===== config.mk =====
export PLATFORM = sky130hd
export DESIGN_NAME = amm_xfer_scheduler
export DESIGN_NICKNAME = d
export VERILOG_FILES = /design/src/rtl/amm_sched_pkg.sv /design/src/rtl/amm_sched_rr_arb.sv /design/src/rtl/amm_xfer_scheduler.sv
export SDC_FILE = /design/constraint.sdc
export NUM_CORES = 1
export LEC_CHECK = 0
export CORE_AREA = 4 4 159 161
export CTS_CLUSTER_SIZE = 16
export DETAILED_ROUTE_END_ITERATION = 6
export DIE_AREA = 0 0 163 165
export MAX_ROUTING_LAYER = met4
export PLACE_DENSITY_LB_ADDON = 0.08
export SLEW_MARGIN = 20
export SYNTH_ARGS = -nofsm -noshare
export SYNTH_HDL_FRONTEND = slang
export SYNTH_SLANG_ARGS = --single-unit

===== constraint.sdc =====
create_clock -name clk -period 2 [get_ports clk]
set_input_delay 0.3 -clock clk [delete_from_list [all_inputs] [get_ports clk]]
set_output_delay 0.3 -clock clk [all_outputs]
set_load 0.005 [all_outputs]

===== src/rtl/amm_sched_pkg.sv =====
// -----------------------------------------------------------------------------
// amm_sched_pkg
// Shared types and default widths for the Avalon-MM transfer scheduler.
//   state_t : scheduler FSM states (IDLE, ISSUE, WAIT, DONE)
//   xfer_t  : one transfer descriptor (direction, fixed flag, base, length)
//             sized for the default address width
// -----------------------------------------------------------------------------
package amm_sched_pkg;

  localparam int DEF_ADDRESSWIDTH = 28;
  localparam int DEF_DATAWIDTH    = 32;

  typedef enum logic [1:0] {
    IDLE  = 2'd0,
    ISSUE = 2'd1,
    WAIT  = 2'd2,
    DONE  = 2'd3
  } state_t;

  typedef struct packed {
    logic                        write;
    logic                        fixed;
    logic [DEF_ADDRESSWIDTH-1:0] addr;
    logic [DEF_ADDRESSWIDTH-1:0] length;
  } xfer_t;

endpackage


===== src/rtl/amm_sched_rr_arb.sv =====
// -----------------------------------------------------------------------------
// amm_sched_rr_arb
// Two-input round-robin pick, purely combinational.
//   req_valid_i [1:0] : requests from requester 0 and 1
//   last_grant_i      : index of the requester served most recently
//   any_o             : at least one request is pending
//   g_o               : index of the requester to serve next
// -----------------------------------------------------------------------------
module amm_sched_rr_arb (
  input  logic [1:0] req_valid_i,
  input  logic       last_grant_i,
  output logic       any_o,
  output logic       g_o
);

  // A lone request wins outright; on a tie the requester that was not served
  // last goes next, which is what makes the pick fair under contention.
  always_comb begin
    any_o = |req_valid_i;
    if (&req_valid_i) begin
      g_o = ~last_grant_i;
    end else begin
      g_o = req_valid_i[1];
    end
  end

endmodule


===== src/rtl/amm_xfer_scheduler.sv =====
// -----------------------------------------------------------------------------
// amm_xfer_scheduler
// Shares one Avalon-MM burst master between requester 0 (PCIe host command
// path) and requester 1 (face-recognition engine). One transfer at a time is
// sequenced through the master's go/done handshake; a watchdog aborts
// transfers whose done never arrives.
//   clk, reset                     : clock, synchronous active-high reset
//   req_valid/write/fixed/addr/length [1:0] : per-requester transfer request
//   req_ready/done/err [1:0]       : one-cycle accepted / finished / abnormal
//   grant, busy                    : current/last granted index, not-idle flag
//   req_wr_* / req_rd_*            : per-requester user buffer ports
//   ctl_wr_* / ctl_rd_*            : master control ports
//   usr_wr_* / usr_rd_*            : master user buffer ports
// -----------------------------------------------------------------------------
module amm_xfer_scheduler
  import amm_sched_pkg::*;
#(
  parameter int ADDRESSWIDTH   = DEF_ADDRESSWIDTH,
  parameter int DATAWIDTH      = DEF_DATAWIDTH,
  parameter int TIMEOUT_CYCLES = 1048576
) (
  input  logic                         clk,
  input  logic                         reset,
  input  logic [1:0]                   req_valid,
  input  logic [1:0]                   req_write,
  input  logic [1:0]                   req_fixed,
  input  logic [1:0][ADDRESSWIDTH-1:0] req_addr,
  input  logic [1:0][ADDRESSWIDTH-1:0] req_length,
  output logic [1:0]                   req_ready,
  output logic [1:0]                   req_done,
  output logic [1:0]                   req_err,
  output logic                         grant,
  output logic                         busy,
  input  logic [1:0]                   req_wr_buffer,
  input  logic [1:0][DATAWIDTH-1:0]    req_wr_data,
  output logic [1:0]                   req_wr_full,
  input  logic [1:0]                   req_rd_buffer,
  output logic [DATAWIDTH-1:0]         req_rd_data,
  output logic [1:0]                   req_rd_nonempty,
  output logic                         ctl_wr_go,
  output logic                         ctl_wr_fixed_location,
  output logic [ADDRESSWIDTH-1:0]      ctl_wr_addr_base,
  output logic [ADDRESSWIDTH-1:0]      ctl_wr_length,
  input  logic                         ctl_wr_done,
  output logic                         ctl_rd_go,
  output logic                         ctl_rd_fixed_location,
  output logic [ADDRESSWIDTH-1:0]      ctl_rd_addr_base,
  output logic [ADDRESSWIDTH-1:0]      ctl_rd_length,
  input  logic                         ctl_rd_done,
  output logic                         usr_wr_buffer,
  output logic [DATAWIDTH-1:0]         usr_wr_buffer_data,
  input  logic                         usr_wr_buffer_full,
  output logic                         usr_rd_buffer,
  input  logic [DATAWIDTH-1:0]         usr_rd_buffer_data,
  input  logic                         usr_rd_buffer_nonempty
);

  localparam int WD_W = $clog2(TIMEOUT_CYCLES);
  localparam logic [WD_W-1:0] WD_LAST = WD_W'(TIMEOUT_CYCLES - 1);

  // Descriptor sized for this instance's address width.
  typedef struct packed {
    logic                    write;
    logic                    fixed;
    logic [ADDRESSWIDTH-1:0] addr;
    logic [ADDRESSWIDTH-1:0] length;
  } xfer_rec_t;

  state_t          state_q;
  xfer_rec_t       xfer_q;
  xfer_rec_t       xfer_d;
  logic            grant_q;
  logic            last_grant_q;
  logic            busy_q;
  logic [1:0]      ready_q;
  logic [1:0]      done_q;
  logic [1:0]      err_q;
  logic            wr_go_q;
  logic            rd_go_q;
  logic [WD_W-1:0] wdog_q;

  logic            arb_any;
  logic            arb_g;
  logic            dir_done;
  logic            route_active;

  amm_sched_rr_arb u_arb (
    .req_valid_i  (req_valid),
    .last_grant_i (last_grant_q),
    .any_o        (arb_any),
    .g_o          (arb_g)
  );

  // Descriptor of whichever requester the arbiter is currently picking.
  always_comb begin
    xfer_d.write  = req_write[arb_g];
    xfer_d.fixed  = req_fixed[arb_g];
    xfer_d.addr   = req_addr[arb_g];
    xfer_d.length = req_length[arb_g];
  end

  // Only the done of the direction actually issued can end a transfer.
  assign dir_done = xfer_q.write ? ctl_wr_done : ctl_rd_done;

  // Scheduler FSM. All pulses are registered and set on the transition into
  // the state where they must be visible, so they are glitch-free. A zero
  // length request skips the master entirely and reports ready, done and
  // err together in its single DONE cycle.
  always_ff @(posedge clk) begin
    if (reset) begin
      state_q      <= IDLE;
      xfer_q       <= '0;
      grant_q      <= 1'b0;
      last_grant_q <= 1'b1;
      busy_q       <= 1'b0;
      ready_q      <= 2'b00;
      done_q       <= 2'b00;
      err_q        <= 2'b00;
      wr_go_q      <= 1'b0;
      rd_go_q      <= 1'b0;
      wdog_q       <= '0;
    end else begin
      ready_q <= 2'b00;
      done_q  <= 2'b00;
      err_q   <= 2'b00;
      wr_go_q <= 1'b0;
      rd_go_q <= 1'b0;
      case (state_q)
        IDLE: begin
          if (arb_any) begin
            grant_q        <= arb_g;
            xfer_q         <= xfer_d;
            busy_q         <= 1'b1;
            ready_q[arb_g] <= 1'b1;
            if (xfer_d.length == '0) begin
              state_q       <= DONE;
              done_q[arb_g] <= 1'b1;
              err_q[arb_g]  <= 1'b1;
            end else begin
              state_q <= ISSUE;
              wr_go_q <= xfer_d.write;
              rd_go_q <= ~xfer_d.write;
            end
          end
        end
        ISSUE: begin
          state_q <= WAIT;
          wdog_q  <= '0;
        end
        WAIT: begin
          // A done in the expiry cycle takes priority over the abort.
          if (dir_done) begin
            state_q         <= DONE;
            done_q[grant_q] <= 1'b1;
          end else if (wdog_q == WD_LAST) begin
            state_q         <= DONE;
            done_q[grant_q] <= 1'b1;
            err_q[grant_q]  <= 1'b1;
          end else begin
            wdog_q <= wdog_q + WD_W'(1);
          end
        end
        DONE: begin
          state_q      <= IDLE;
          last_grant_q <= grant_q;
          busy_q       <= 1'b0;
        end
        default: state_q <= IDLE;
      endcase
    end
  end

  assign req_ready = ready_q;
  assign req_done  = done_q;
  assign req_err   = err_q;
  assign grant     = grant_q;
  assign busy      = busy_q;

  // Both directions carry the latched descriptor; only one go ever fires.
  assign ctl_wr_go             = wr_go_q;
  assign ctl_wr_fixed_location = xfer_q.fixed;
  assign ctl_wr_addr_base      = xfer_q.addr;
  assign ctl_wr_length         = xfer_q.length;
  assign ctl_rd_go             = rd_go_q;
  assign ctl_rd_fixed_location = xfer_q.fixed;
  assign ctl_rd_addr_base      = xfer_q.addr;
  assign ctl_rd_length         = xfer_q.length;

  assign route_active = (state_q == ISSUE) || (state_q == WAIT);

  // User buffer routing. Outside an active transfer, and for the requester
  // not granted, the write side looks full and the read side empty so nobody
  // can push or pop data that is not theirs.
  always_comb begin
    usr_wr_buffer      = 1'b0;
    usr_wr_buffer_data = '0;
    usr_rd_buffer      = 1'b0;
    req_wr_full        = 2'b11;
    req_rd_nonempty    = 2'b00;
    if (route_active) begin
      if (xfer_q.write) begin
        usr_wr_buffer        = req_wr_buffer[grant_q];
        usr_wr_buffer_data   = req_wr_data[grant_q];
        req_wr_full[grant_q] = usr_wr_buffer_full;
      end else begin
        usr_rd_buffer            = req_rd_buffer[grant_q];
        req_rd_nonempty[grant_q] = usr_rd_buffer_nonempty;
      end
    end
  end

  assign req_rd_data = usr_rd_buffer_data;

endmodule


==> flow_summary.toml, run 1 <==
[cells_and_area]
drive_above_1_share_pct = 20.4
fin_area_um2 = 10000
synthToLayoutAreaGrowth_pct = 68.8
fin_cells = 1303
final_nets = 1205
fill_cells = 2439
diodes = 0

[critical_path]
rr_startpoint = "state_q[1]"
cp.arrival_ps = 1730
startpoint_type = "flip-flop"
r2r_setup_slack_ps = 120
r2r_cells = 9
r2r-end = "wdog_q[19]"
critPathKind = "flip-flop to primary output"
crit_start = "state_q[1]"
crit_fanout = 4
required_ps = 1700
critPathCaptureType = "primary output"

[floorplan]
die-height_um = 165
start_util_pct = 24.7
die_w_um = 163
io_pins = 418
rows = 57
core_area_um2 = 24000
die_area_um2 = 26900

[clocking]
h-tree-depth = 3
root_buffer = "clkbuf_16"
clockBufferDepth = 2
path_clk_slew_ps = 60
cts_tree = "built"
cts.sinks = 91
clock_latency_ps = 350
cts_made_buffers = 9
ctsHoldBuffers = 0

[logic_synthesis]
synth.most_common_cell = "buf_4"
synth-main-ff-cell = "dfxtp_1"
synthTopCellsByArea = "dfxtp_1 31%, buf_4 18%, mux2i_1 16%"
ys_seq_elements = 91
synth_commonest_cells = "145 x buf_4, 115 x nor2_1, 94 x mux2i_1, 91 x dfxtp_1, 62 x a211oi_1"
synth_cell_type_count = 45
synth_top_area_share_pct = 30.7
ys_seq_area_share_pct = 30.7
synth_nets = 935
async_reset_ff_share_pct = 0
yosys_warnings = 0
synth_top_cell_by_area = "dfxtp_1"
synth-edff-count = 0
syn_area_um2 = 5930
postSynthCellCount = 705
avgSynthCellArea_um2 = 8.41

[run_status]
violations = "setup timing"
status = "finished with violations"

[route]
drtIter0Drc = 207
via_per_inst = 4.40
drt_wl_total_um = 24300
met1Wirelength_um = 9850
wl_met2_um = 12300
drt-wirelength-per-cell_um = 18.7
dr.pass1.iters = 5
top_layer_used = "met4"
num_vias = 5735
route.met3.wl_um = 1950
drtAntennaViolNets = 0
drc = 0

[timing]
fin_ws_ps = -26.0
tightest_slew_ps = 438
fmax_ghz = 0.494
setup_viol = 4
relSlewSlack_pct = 70.7
slew_viol_final = 0
final.setup.tns_ps = -88.4
period_minus_slack_ps = 2030
timing_hold_violations_final = 0
finalCritPeriodShare_pct = 101
skew_ps = 8.39
rsz0062_at_grt = "true"

[run]
maxCapViolCount = 0

[placement]
dp_slack_ps = -620
place_congestion = 0.809
placed_area_um2 = 9330
dp_hpwl_um = 20200
place_inst = 1277
port_buffers = 353

[hold_path]
hold_start = "req_length[0]"
worstHoldPathCells = 3
hold_path_class = "input port to flip-flop"
hold_end = "ctl_rd_length[0]"

[global_route]
grt_start_max_net_pins = 45
antenna_found_initial = 0
grt_usage_pct = 17.5
grt_pass1_vias = 5797
grt_pass1_wl_um = 34800
grt_overflow = 0

[power]
leakagePower_nw = 3.81
ir_drop_uv = 498
power.density_nw_per_um2 = 1100
finalPower_mw = 11.0
cell families (layout without fill, tap and decap cells):
logic type	after synthesis	count (layout)	synth area share [%]
flip-flops	91	91	30.7
XOR/XNOR	6	6	0.886
AO/OA/AOI/OAI	102	102	12.6
multiplexers	95	95	16.1
buffers and inverters	191	465	21.5
AND/OR/NAND/NOR	214	214	17.0
adder cells (fa/ha/maj)	6	6	1.27
what timing repair did:
item | in CTS | in global routing
cloned | 4 | 0
gates resized for setup | 215 | 31
buffers inserted | 8 | 2
pin swaps | 18 | 20
setup endpoints to repair | 50 | 39
layout make-up:
class,count,area (um2),area share [%]
sequential,91,1830,18.3
inverter,6,22.5,0.225
clock buffer,11,253,2.52
tap,324,405,4.05
clock inverter,4,97.6,0.975
multi-input combinational,423,3140,31.4
timing repair buffer,444,4260,42.6
layout by cell type (no fill, tap or decap), types with 4 or more instances in the layout:
master / count
nand4_1: 7
mux2i_1: 94
and3_1: 4
inv_1: 4
buf_2: 27
and4_1: 5
xnor2_1: 6
dfxtp_1: 87
a211oi_1: 62
buf_12: 10
buf_4: 79
dlygate4sd2_1: 13
nand2_1: 24
nand3_1: 9
a21oi_1: 13
or3_1: 4
nor4_1: 12
buf_6: 8
nor2_2: 6
nor4_2: 5
nor2_4: 16
clkdlybuf4s50_1: 299
nor2_1: 93
clkbuf_16: 9
or4_1: 5
stage by stage:
stage | utilization, % | hold slack, ps
6_report | 41.8 | 386
5_1_grt | 41.8 | 402
4_1_cts | 41.4 | 416
3_5_place_dp | 38.9 | 467
3_3_place_gp | 38.9 | 468
2_1_floorplan | - | 441
power breakdown:
| part | switching, mW | internal, mW | total, mW | leakage [nW] |
|---|---|---|---|---|
| combinational | 2.53 | 3.57 | 6.10 | 2.90 |
| clock | 0.733 | 1.28 | 2.02 | 0.168 |
| sequential | 0.493 | 2.36 | 2.86 | 0.751 |
| total | 3.75 | 7.21 | 11.0 | 3.81 |
sequential cells by signal, summed over array words and instances (netlist names), 2 cells and up:
register	cells
req_ready	2
req_err	2
ctl_rd_addr_base	28
req_done	2
ctl_rd_length	28
wdog_q	20
state_q	2
worst max path at each step:
| stage | endpoint | cells after the start | slack, ps |
|---|---|---|---|
| after CTS | req_wr_full[0] | 7 | -140 |
| after global placement | state_q[1] | 7 | -630 |
| after global routing | usr_wr_buffer_data[27] | 7 | -90 |
| after floorplan | wdog_q[12] | 8 | 110 |
| final | req_wr_full[0] | 6 | -30 |
| after detailed placement | state_q[1] | 7 | -620 |
per-layer routing:
| layer | global-route usage [%] | vias to the layer above |
|---|---|---|
| li1 | - | 2876 |
| met1 | 20.4 | 2583 |
| met5 | - | - |
| met2 | 30.7 | 252 |
| met4 | 3.43 | 0 |
| met3 | 4.54 | 24 |
worst max-delay path: stages (launching register included):
cell,delay (ps)
dfxtp_2,330
inv_2,50
ha_4,300
nand2_8,70
buf_12,130
or3_4,380
buf_6,120
Note: power is estimated with default switching activity, not from simulation.
==> run 2: changes to the inputs <==
CTS_CLUSTER_DIAMETER = 120   (was not set)
==> results of run 2 <==
No change in the layout: final DEF, timing and power equal those of run 1.
==> run 3: changes to the inputs <==
ABC_AREA = 0   (was not set)
==> results of run 3 <==
No change in the layout: final DEF, timing and power equal those of run 1.
